`config.mk`:
```
export PLATFORM = sky130hd
export DESIGN_NAME = spi_slave_stream
export DESIGN_NICKNAME = d
export VERILOG_FILES = /design/src/rtl/spi_slave_stream.sv
export SDC_FILE = /design/constraint.sdc
export NUM_CORES = 1
export LEC_CHECK = 0
export BUFFER_PORTS_ARGS = -buffer_cell sky130_fd_sc_hd__buf_2
export CAP_MARGIN = 5
export CORE_AREA = 2 2 135 137
export DETAILED_ROUTE_END_ITERATION = 7
export DIE_AREA = 0 0 137 139
export GPL_TIMING_DRIVEN = 1
export SLEW_MARGIN = 10
export SYNTH_ARGS = -nofsm -noshare
export SYNTH_HDL_FRONTEND = slang
export SYNTH_SLANG_ARGS = --single-unit
```
`constraint.sdc`:
```
create_clock -name clk_i -period 1.8 [get_ports clk_i]
set_input_delay 0.27 -clock clk_i [delete_from_list [all_inputs] [get_ports clk_i]]
set_output_delay 0.27 -clock clk_i [all_outputs]
set_load 0.03 [all_outputs]
```
`src/rtl/spi_slave_stream.sv`:
```
// Oversampled SPI slave (all CPOL/CPHA modes, multi-word frames) with valid/ready word streams.
// Define SPI_ERR_FLAGS_EN to add the sticky overrun_o/underrun_o outputs.
module spi_slave_stream #(
  parameter int unsigned WORD_BITS = 24,
  parameter int unsigned SYNC_FF   = 2
) (
  input  logic                 clk_i,
  input  logic                 reset_i,
  input  logic                 cpol_i,
  input  logic                 cpha_i,
  input  logic                 sck_i,
  input  logic                 cs_i,
  input  logic                 sdi_i,
  output logic                 sdo_o,
  output logic                 sdo_oe_o,
  input  logic [WORD_BITS-1:0] tx_data_i,
  input  logic                 tx_valid_i,
  output logic                 tx_ready_o,
  output logic [WORD_BITS-1:0] rx_data_o,
  output logic                 rx_valid_o,
  input  logic                 rx_ready_i
`ifdef SPI_ERR_FLAGS_EN
  ,
  output logic                 overrun_o,
  output logic                 underrun_o
`endif
);

  localparam int unsigned CNT_W = $clog2(WORD_BITS + 1);
  localparam int unsigned SH_W  = WORD_BITS - 1;

  typedef enum logic [1:0] {
    ST_IDLE  = 2'd0,
    ST_LOAD  = 2'd1,
    ST_SHIFT = 2'd2
  } state_t;

  state_t                r_state;
  state_t                w_state_nxt;
  logic                  w_oe_nxt;

  logic [SYNC_FF-1:0]    r_sck_sync;
  logic [SYNC_FF-1:0]    r_cs_sync;
  logic [SYNC_FF-1:0]    r_sdi_sync;
  logic                  r_sck_d;
  logic                  r_cs_d;

  logic                  r_cpol;
  logic                  r_cpha;
  logic [CNT_W-1:0]      r_bit_cnt;
  logic [SH_W-1:0]       r_tx_sh;
  logic [SH_W-1:0]       r_rx_sh;
  logic                  r_first;
  logic                  r_reload;
  logic                  r_armed;
  logic                  r_peek_v;
  logic                  r_sdo;
  logic                  r_oe;
  logic                  r_tx_ready;
  logic [WORD_BITS-1:0]  r_rx_data;
  logic                  r_rx_valid;

  logic w_sck, w_cs, w_sdi;
  logic w_sck_rise, w_sck_fall, w_cs_fall;
  logic w_lead, w_trail, w_active, w_sample, w_shift, w_word_done;
  logic w_tx_load, w_load_valid;
  logic [WORD_BITS-1:0] w_load_data;

  // Input synchronisers; cs resets low so a frame already in progress after reset is ignored.
  always_ff @(posedge clk_i) begin
    if (reset_i) begin
      r_sck_sync <= '0;
      r_cs_sync  <= '0;
      r_sdi_sync <= '0;
      r_sck_d    <= 1'b0;
      r_cs_d     <= 1'b0;
    end else begin
      r_sck_sync <= {r_sck_sync[SYNC_FF-2:0], sck_i};
      r_cs_sync  <= {r_cs_sync[SYNC_FF-2:0], cs_i};
      r_sdi_sync <= {r_sdi_sync[SYNC_FF-2:0], sdi_i};
      r_sck_d    <= w_sck;
      r_cs_d     <= w_cs;
    end
  end

  assign w_sck      = r_sck_sync[SYNC_FF-1];
  assign w_cs       = r_cs_sync[SYNC_FF-1];
  assign w_sdi      = r_sdi_sync[SYNC_FF-1];
  assign w_sck_rise = w_sck & ~r_sck_d;
  assign w_sck_fall = ~w_sck & r_sck_d;
  assign w_cs_fall  = r_cs_d & ~w_cs;
  assign w_lead     = r_cpol ? w_sck_fall : w_sck_rise;
  assign w_trail    = r_cpol ? w_sck_rise : w_sck_fall;
  assign w_active   = (r_state == ST_SHIFT) & ~w_cs;
  assign w_sample   = w_active & (r_cpha ? w_trail : w_lead);
  assign w_shift    = w_active & (r_cpha ? w_lead : w_trail);
  assign w_word_done = w_sample & (r_bit_cnt == CNT_W'(WORD_BITS - 1));

  // CPHA=0 reloads in two steps: the next MSB is peeked on the trailing edge and the
  // word is only consumed on the following leading edge, so a frame's end never steals a word.
  assign w_tx_load = ((r_state == ST_LOAD) & ~w_cs)
                   | (w_shift & r_cpha & r_reload)
                   | (w_sample & r_armed);
  assign w_load_valid = (w_sample & r_armed) ? r_peek_v : tx_valid_i;
  assign w_load_data  = w_load_valid ? tx_data_i : '0;

  always_ff @(posedge clk_i) begin
    if (reset_i) r_state <= ST_IDLE;
    else         r_state <= w_state_nxt;
  end

  always_comb begin
    w_state_nxt = r_state;
    w_oe_nxt    = 1'b0;
    case (r_state)
      ST_IDLE:  if (w_cs_fall) w_state_nxt = ST_LOAD;
      ST_LOAD:  w_state_nxt = w_cs ? ST_IDLE : ST_SHIFT;
      ST_SHIFT: if (w_cs) w_state_nxt = ST_IDLE;
      default:  w_state_nxt = ST_IDLE;
    endcase
    w_oe_nxt = (w_state_nxt != ST_IDLE);
  end

  always_ff @(posedge clk_i) begin
    if (reset_i) begin
      r_cpol     <= 1'b0;
      r_cpha     <= 1'b0;
      r_bit_cnt  <= '0;
      r_tx_sh    <= '0;
      r_rx_sh    <= '0;
      r_first    <= 1'b0;
      r_reload   <= 1'b0;
      r_armed    <= 1'b0;
      r_peek_v   <= 1'b0;
      r_sdo      <= 1'b0;
      r_oe       <= 1'b0;
      r_tx_ready <= 1'b0;
    end else begin
      r_tx_ready <= 1'b0;
      r_oe       <= w_oe_nxt;
      if (w_tx_load) begin
        r_tx_sh    <= w_load_data[SH_W-1:0];
        r_tx_ready <= w_load_valid;
      end
      if (w_state_nxt == ST_IDLE) begin
        r_bit_cnt <= '0;
        r_first   <= 1'b0;
        r_reload  <= 1'b0;
        r_armed   <= 1'b0;
        r_sdo     <= 1'b0;
      end else if (r_state == ST_LOAD) begin
        r_cpol    <= cpol_i;
        r_cpha    <= cpha_i;
        r_bit_cnt <= '0;
        r_first   <= cpha_i;
        r_reload  <= 1'b0;
        r_armed   <= 1'b0;
        r_sdo     <= w_load_data[WORD_BITS-1];
      end else begin
        if (w_sample) begin
          r_rx_sh   <= (r_rx_sh << 1) | SH_W'(w_sdi);
          r_bit_cnt <= w_word_done ? '0 : r_bit_cnt + CNT_W'(1);
          r_armed   <= 1'b0;
          if (w_word_done) r_reload <= 1'b1;
        end
        if (w_shift) begin
          if (r_reload) begin
            r_reload <= 1'b0;
            if (r_cpha) begin
              r_sdo <= w_load_data[WORD_BITS-1];
            end else begin
              r_armed  <= 1'b1;
              r_peek_v <= tx_valid_i;
              r_sdo    <= tx_valid_i & tx_data_i[WORD_BITS-1];
            end
          end else if (r_first) begin
            r_first <= 1'b0;
          end else begin
            r_sdo   <= r_tx_sh[SH_W-1];
            r_tx_sh <= r_tx_sh << 1;
          end
        end
      end
    end
  end

  // Receive holding register: a freshly completed word always wins over acceptance.
  always_ff @(posedge clk_i) begin
    if (reset_i) begin
      r_rx_data  <= '0;
      r_rx_valid <= 1'b0;
    end else if (w_word_done) begin
      r_rx_data  <= {r_rx_sh, w_sdi};
      r_rx_valid <= 1'b1;
    end else if (rx_ready_i) begin
      r_rx_valid <= 1'b0;
    end
  end

  assign sdo_o      = r_sdo;
  assign sdo_oe_o   = r_oe;
  assign tx_ready_o = r_tx_ready;
  assign rx_data_o  = r_rx_data;
  assign rx_valid_o = r_rx_valid;

`ifdef SPI_ERR_FLAGS_EN
  logic r_overrun;
  logic r_underrun;
  logic w_ovr_evt;
  logic w_udr_evt;

  assign w_ovr_evt = w_word_done & r_rx_valid & ~rx_ready_i;
  assign w_udr_evt = w_tx_load & ~w_load_valid;

  // Sticky error flags, cleared at the start of each frame.
  always_ff @(posedge clk_i) begin
    if (reset_i || w_cs_fall) begin
      r_overrun  <= 1'b0;
      r_underrun <= 1'b0;
    end else begin
      if (w_ovr_evt) r_overrun  <= 1'b1;
      if (w_udr_evt) r_underrun <= 1'b1;
    end
  end

  assign overrun_o  = r_overrun;
  assign underrun_o = r_underrun;
`endif

endmodule

```
==> flow_metrics.env, run 1 <==
export IMPL_antenna_found_initial=0
export IMPL_cts_clk_slew_worst_paths_ps=70
export IMPL_holdBufCountCts=0
export IMPL_r2r_end="r_tx_sh[3]"
export IMPL_synth_edf_count=0
export IMPL_p_leak_nw=2.040
export IMPL_maxCapViolCount=0
export IMPL_syn_num_nets=532
export IMPL_finalNetCount=612
export IMPL_place_congestion=0.7820
export IMPL_power_density_nw_per_um2=739.5
export IMPL_whs_ps=135.6
export IMPL_syn_area_per_cell_um2=8.660
export IMPL_min_path_type="input pin to register"
export IMPL_slew_headroom_pct=59.74
export IMPL_cts_tree="built"
export IMPL_finalMaxSlewViolations=0
export IMPL_min_from="cs_i"
export IMPL_row_count=49
export IMPL_ys_seq_area_share_pct=44.10
export IMPL_rr_worst_depth=7
export IMPL_r2r_start="r_cs_sync[1]"
export IMPL_required_ps=2030
export IMPL_antennaDiodeCount=0
export IMPL_period_minus_slack_ps=1858
export IMPL_timing_fmax_mhz=538.1
export IMPL_setup_viol=47
export IMPL_fillers=1876
export IMPL_pre_cts_ws_ps=-129.2
export IMPL_io_pins=61
export IMPL_cts_htree_levels=3
export IMPL_die_x_um=137
export IMPL_path_max_fanout=5
export IMPL_die_h_um=139
export IMPL_synth_area_um2=4313
export IMPL_via_count=3842
export IMPL_initial_core_util_pct=24.43
export IMPL_instances_no_fill=812
export IMPL_cts_buffer_depth=2
export IMPL_track_usage_pct=11.68
export IMPL_drc_errors=0
export IMPL_async_flop_share_pct=0
export IMPL_cp_slowest_cell="or3b_1"
export IMPL_crit_chain="or3b_1 > buf_6 > a211oi_4 > buf_4 > nor4_1 > o31ai_1 > nor2_1"
export IMPL_dieArea_um2=19040
export IMPL_min_to="r_cs_sync[0]"
export IMPL_synth_cell_types=46
export IMPL_clock_root_buffer="clkbuf_16"
export IMPL_reg2reg_slack_ps=-60
export IMPL_worst_pin_slew_ps=599.8
export IMPL_ant_nets=0
export IMPL_drtIter0Drc=191
export IMPL_dpl_hpwl_um=6877
export IMPL_finalClockSkew_ps=6.698
export IMPL_grt_pass1_vias=3500
export IMPL_coreArea_um2=17660
export IMPL_viasPerCell=4.732
export IMPL_yosys_register_bits=95
export IMPL_dp_cells=782
export IMPL_end_kind="register"
export IMPL_drt_wirelength_per_cell_um=14.18
export IMPL_synth_cells=498
export IMPL_multiInputGateArea_um2=2210
export IMPL_peakVddDrop_mv=0.4958
export IMPL_violations="negative setup slack"
export IMPL_overflow=0
export IMPL_worst_setup_path_type="register to register"
export IMPL_first_pass_iters=5
export IMPL_synthToLayoutAreaGrowth_pct=32.00
export IMPL_grt_pass1_wl_um=18000
export IMPL_critPathBufInv=2
export IMPL_numCtsBuffers=9
export IMPL_start_kind="register"
export IMPL_hold_violations=0
export IMPL_holdPathStages=2
export IMPL_setup_ws_ps=-58.33
export IMPL_worst_path_dominant_cell_family="compound AO/OA/AOI/OAI gates"
export IMPL_arrival_ps=2090
export IMPL_grt_max_degree=85
export IMPL_io_buffers=60
export IMPL_critPathMaxStageDelay_ps=380
export IMPL_wirelength_um=11510
export IMPL_cts_sinks=95
export IMPL_outcome="complete, but fails checks"
export IMPL_seqCellArea_um2=1916
export IMPL_grt_setup_unrepaired="yes"
export IMPL_synth_flop_cell="dfxtp_1"
export IMPL_drive_above_1_share_pct=29.85
export IMPL_fin_crit_sh_pct=103.2
export IMPL_yosys_warnings=0
export IMPL_worstSkewPairLatency_ps=340
[per-layer routing]
layer | wire length (um) | share of wire [%] | track usage [%] | vias up
li1 | - | - | - | 1913
met1 | 5370 | 47 | 16.09 | 1810
met2 | 5460 | 47 | 18.22 | 112
met3 | 596 | 5.2 | 3.326 | 7
met4 | 85 | 0.74 | 2.225 | 0
met5 | 0 | 0 | 0 | -
[synthesized netlist by cell type (2+ instances only)]
library cell  instances  share of area, %
or3b_1                3              0.61
nand2_1              65               5.7
o211ai_1              2              0.35
buf_6                 6               1.6
and2_1                2              0.29
nor3_1                7              0.81
buf_2                12               1.4
inv_1                23               2.0
a211oi_1             23               4.0
nor2b_1              11               1.6
nand4b_1              2              0.41
a31oi_1              22               3.2
nand2b_1              4              0.58
o21ai_0               4              0.46
nor2_1               57               5.0
a211oi_4              2              0.93
xnor2_1               3              0.61
clkbuf_1             21               1.8
buf_12                2              0.93
dfxtp_1              95                44
buf_4                 3              0.52
nand3b_1              2              0.35
nor3b_1               2              0.35
a21oi_1              32               3.7
o31ai_1              22               3.8
mux2i_1              29               6.7
nor4_1               23               3.3
[final cells by class]
cell class                 instances  area share, %
timing repair buffer             113          15.93
tap                              229          5.033
clock buffer                       9          3.956
clock inverter                     7          1.099
multi-input combinational        336          38.81
inverter                          23          1.516
sequential                        95          33.65
[state kept, by name (all words and copies together) (netlist names), 2 cells and up]
name and flops:
r_cs_sync 2, r_state 2, r_rx_sh 23, r_bit_cnt 5, rx_data_o 24, r_sdi_sync 2
r_tx_sh 23, r_sck_sync 2
[through the flow]
stage / setup TNS [ps] / util, % / total power, mW / area [um2]
final: -1195 / 32.24 / 4.210 / 5693
after global routing: -7380 / 32.24 / 4.372 / 5693
after CTS: -601.6 / 30.86 / 4.255 / 5449
after detailed placement: -4422 / 28.60 / 2.375 / 5050
after global placement: -3843 / 28.60 / 2.376 / 5050
after floorplan: -218.3 / - / 2.287 / 4324
[cells in the final DEF (no fill, tap or decap), types with 2 or more instances in the layout]
master	count
dfxtp_1	90
nand2_1	65
buf_2	61
nor2_1	55
buf_4	30
mux2i_1	27
inv_1	23
a31oi_1	22
o31ai_1	22
nor4_1	21
a211oi_1	21
a21oi_1	18
a21oi_2	14
clkbuf_16	13
nor2b_1	9
buf_6	9
buf_12	8
nor3_1	7
o21ai_0	4
nor3b_2	3
nand2b_1	3
xnor2_1	3
inv_6	3
dfxtp_4	3
nand3b_1	2
or3b_4	2
mux2i_2	2
a211oi_4	2
nor4_4	2
a211oi_2	2
o211ai_1	2
nand4b_1	2
inv_8	2
dfxtp_2	2
[worst max-delay path by stage]
stage | from | slack, ps | to | cells after the start
floorplan | r_cpol | -10 | r_tx_sh[21] | 7
global placement | r_cpol | -120 | r_tx_sh[0] | 6
detailed placement | r_cpol | -130 | r_tx_sh[8] | 6
CTS | r_cpha | -40 | rx_data_o[18] | 6
global route | r_cs_sync[1] | -180 | r_tx_sh[20] | 7
finish | r_cs_sync[1] | -60 | r_tx_sh[3] | 7
[worst register-to-register path, stage by stage, from the launching register on]
cell and delay (ps):
dfxtp_2 320, or3b_1 380, buf_6 150, a211oi_4 330, buf_4 210, nor4_1 60
o31ai_1 230, nor2_1 60
[what timing repair did]
action / in CTS / in global routing
buffers inserted: 3 / 5
cloned: 3 / 5
endpoints found under the setup margin: 61 / 78
pin swaps: 1 / 5
gates resized for setup: 14 / 40
[where the power goes]
part / leakage (nW) / switching, mW / internal, mW
sequential: 0.770 / 0.00714 / 2.11
combinational: 1.13 / 0.122 / 0.0998
clock: 0.145 / 0.901 / 0.973
[cell families (layout without fill, tap and decap cells)]
kind of cell,count (synthesis),count (layout),share of synthesized area (%)
muxes,31,31,7.514
adders and majority gates,1,1,0.2901
buffers and inverters,67,152,8.239
and+or+nand+nor,185,185,20.66
DFF,95,95,44.10
AOI/OAI and AO/OA,114,114,17.75
xor gates and xnor gates,5,5,1.451
Power figures use the tool's default switching activity.
==> run 2: changes to the inputs <==
==> constraint.sdc (replaced) <==
create_clock -name clk_i -period 1.8 [get_ports clk_i]
set_input_delay 0.09 -clock clk_i [delete_from_list [all_inputs] [get_ports clk_i]]
set_output_delay 0.09 -clock clk_i [all_outputs]
set_load 0.03 [all_outputs]
==> run 2 against run 1 <==
- the run ends with negative hold slack, negative setup slack left
- clock power rose by 3%
- non-clock buffer count rose by 18
- global-route usage fell by 0.37 points
- cell count rose by 2.3%
- final area rose by 3.1%
- critical endpoint is now r_tx_sh[15]
==> flow_metrics.env, run 2 (synthesis gave the netlist of run 1 again) <==
export IMPL_period_minus_slack_ps=1821
export IMPL_die_h_um=139
export IMPL_place_congestion=0.7619
export IMPL_viasPerCell=4.611
export IMPL_dpl_hpwl_um=6812
export IMPL_grt_max_degree=85
export IMPL_cts_sinks=95
export IMPL_min_path_type="input pin to register"
export IMPL_clock_root_buffer="clkbuf_16"
export IMPL_outcome="complete, but fails checks"
export IMPL_fin_crit_sh_pct=101.2
export IMPL_path_max_fanout=11
export IMPL_setup_ws_ps=-20.98
export IMPL_maxCapViolCount=0
export IMPL_cts_tree="built"
export IMPL_hold_violations=1
export IMPL_mostFrequentLayoutCell="dfxtp_1"
export IMPL_critPathMaxStageDelay_ps=480
export IMPL_grt_pass1_wl_um=17400
export IMPL_row_count=49
export IMPL_coreArea_um2=17660
export IMPL_drc_errors=0
export IMPL_crit_chain="or3b_4 > a211oi_4 > buf_6 > clkbuf_16 > nor4_1 > o31ai_1 > nor2_1"
export IMPL_numCtsBuffers=9
export IMPL_finalClockSkew_ps=7.510
export IMPL_wirelength_um=10990
export IMPL_antenna_found_initial=1
export IMPL_setup_viol=10
export IMPL_cts_clk_slew_worst_paths_ps=70
export IMPL_cp_slowest_cell="or3b_4"
export IMPL_finalNetCount=630
export IMPL_cts_htree_levels=3
export IMPL_io_buffers=60
export IMPL_first_pass_iters=4
export IMPL_end_kind="register"
export IMPL_die_x_um=137
export IMPL_worst_setup_path_type="register to register"
export IMPL_arrival_ps=2060
export IMPL_largest_register_ffs=24
export IMPL_grt_pass1_vias=3506
export IMPL_drtIter0Drc=154
export IMPL_cts_buffer_depth=2
export IMPL_grt_setup_unrepaired="yes"
export IMPL_dieArea_um2=19040
export IMPL_drive_above_1_share_pct=26.62
export IMPL_overflow=0
export IMPL_initial_core_util_pct=24.43
export IMPL_timing_fmax_mhz=549.2
export IMPL_required_ps=2040
export IMPL_start_kind="register"
export IMPL_pre_cts_ws_ps=-128.2
export IMPL_worstSkewPairLatency_ps=350
export IMPL_tns_ps=-77.48
export IMPL_synthToLayoutAreaGrowth_pct=36.15
export IMPL_io_pins=61
export IMPL_violations="negative hold slack, negative setup slack"
export IMPL_ant_nets=0
export IMPL_worst_pin_slew_ps=569.2
export IMPL_power_density_nw_per_um2=730.6
export IMPL_p_leak_nw=2.114
export IMPL_finalMaxSlewViolations=0
export IMPL_drt_wirelength_per_cell_um=13.23
export IMPL_slew_headroom_pct=61.80
export IMPL_peakVddDrop_mv=0.4599
export IMPL_track_usage_pct=11.31
export IMPL_layout_common_cells="dfxtp_1 (90), nand2_1 (65), buf_2 (60), nor2_1 (55), a21oi_1 (32)"
export IMPL_whs_ps=-0.5329
export IMPL_via_count=3832
==> run 2: layout make-up <==
| cell class | instances | area, um2 |
|---|---|---|
| antenna | 1 | 2.502 |
| fill | 1856 | 11790 |
| tap | 229 | 286.5 |
| clock inverter | 6 | 60.06 |
| sequential | 95 | 1913 |
| multi-input combinational | 336 | 2193 |
| clock buffer | 10 | 239.0 |
| inverter | 23 | 86.33 |
| timing repair buffer | 131 | 1091 |
==> run 2: routing by layer <==
metal | share of wire [%] | wire (um) | GRT usage, %
met3 | 5.2 | 572 | 3.216
met5 | 0 | 0 | 0
met2 | 47 | 5205 | 17.91
met4 | 1.0 | 111 | 2.984
met1 | 46 | 5103 | 15.01
==> run 2: power breakdown <==
group	total [mW]	internal, mW	switching [mW]
clock	1.92	1.01	0.902
combinational	0.258	0.132	0.126
sequential	2.12	2.11	0.00672
total	4.29	3.26	1.03
==> run 2: worst paths after layout <==
| path | start | endpoint | slack (ps) | cells past startpoint |
|---|---|---|---|---|
| setup reg to reg | r_state[0] | r_tx_sh[15] | -20 | 7 |
| hold / removal | tx_data_i[4] | r_tx_sh[4] | -0.5 | 3 |
| setup / recovery | r_state[0] | r_tx_sh[15] | -20 | 7 |
| hold reg to reg | r_sdi_sync[0] | r_sdi_sync[1] | 440 | 1 |
==> run 2: through the flow <==
step | hold slack [ps] | area (um2) | utilization (%) | power [mW] | std cells
global route | 29.04 | 5869 | 33.24 | 4.477 | 830
floorplan | 218.2 | 4324 | - | 2.287 | 498
global placement | 321.6 | 5090 | 28.83 | 2.378 | 784
detailed placement | 303.1 | 5090 | 28.83 | 2.377 | 784
CTS | 2.622 | 5668 | 32.10 | 4.362 | 825
finish | -0.5329 | 5872 | 33.26 | 4.290 | 831
==> run 2: repair_timing <==
item / in CTS / in global routing
setup endpoints to repair: 72 / 60
pin swaps: 1 / 6
setup buffers: 0 / 2
hold buffers: 25 / 0
gates resized for setup: 12 / 30
hold endpoints to repair: 25 / 0
gates cloned: 0 / 4
==> run 2: worst max-delay path: cells and delay by family (launching register included) <==
kind            cells  cell delay, ps
compound gates      2             460
buf+inv             2             340
flops               1             320
simple gates        3             600
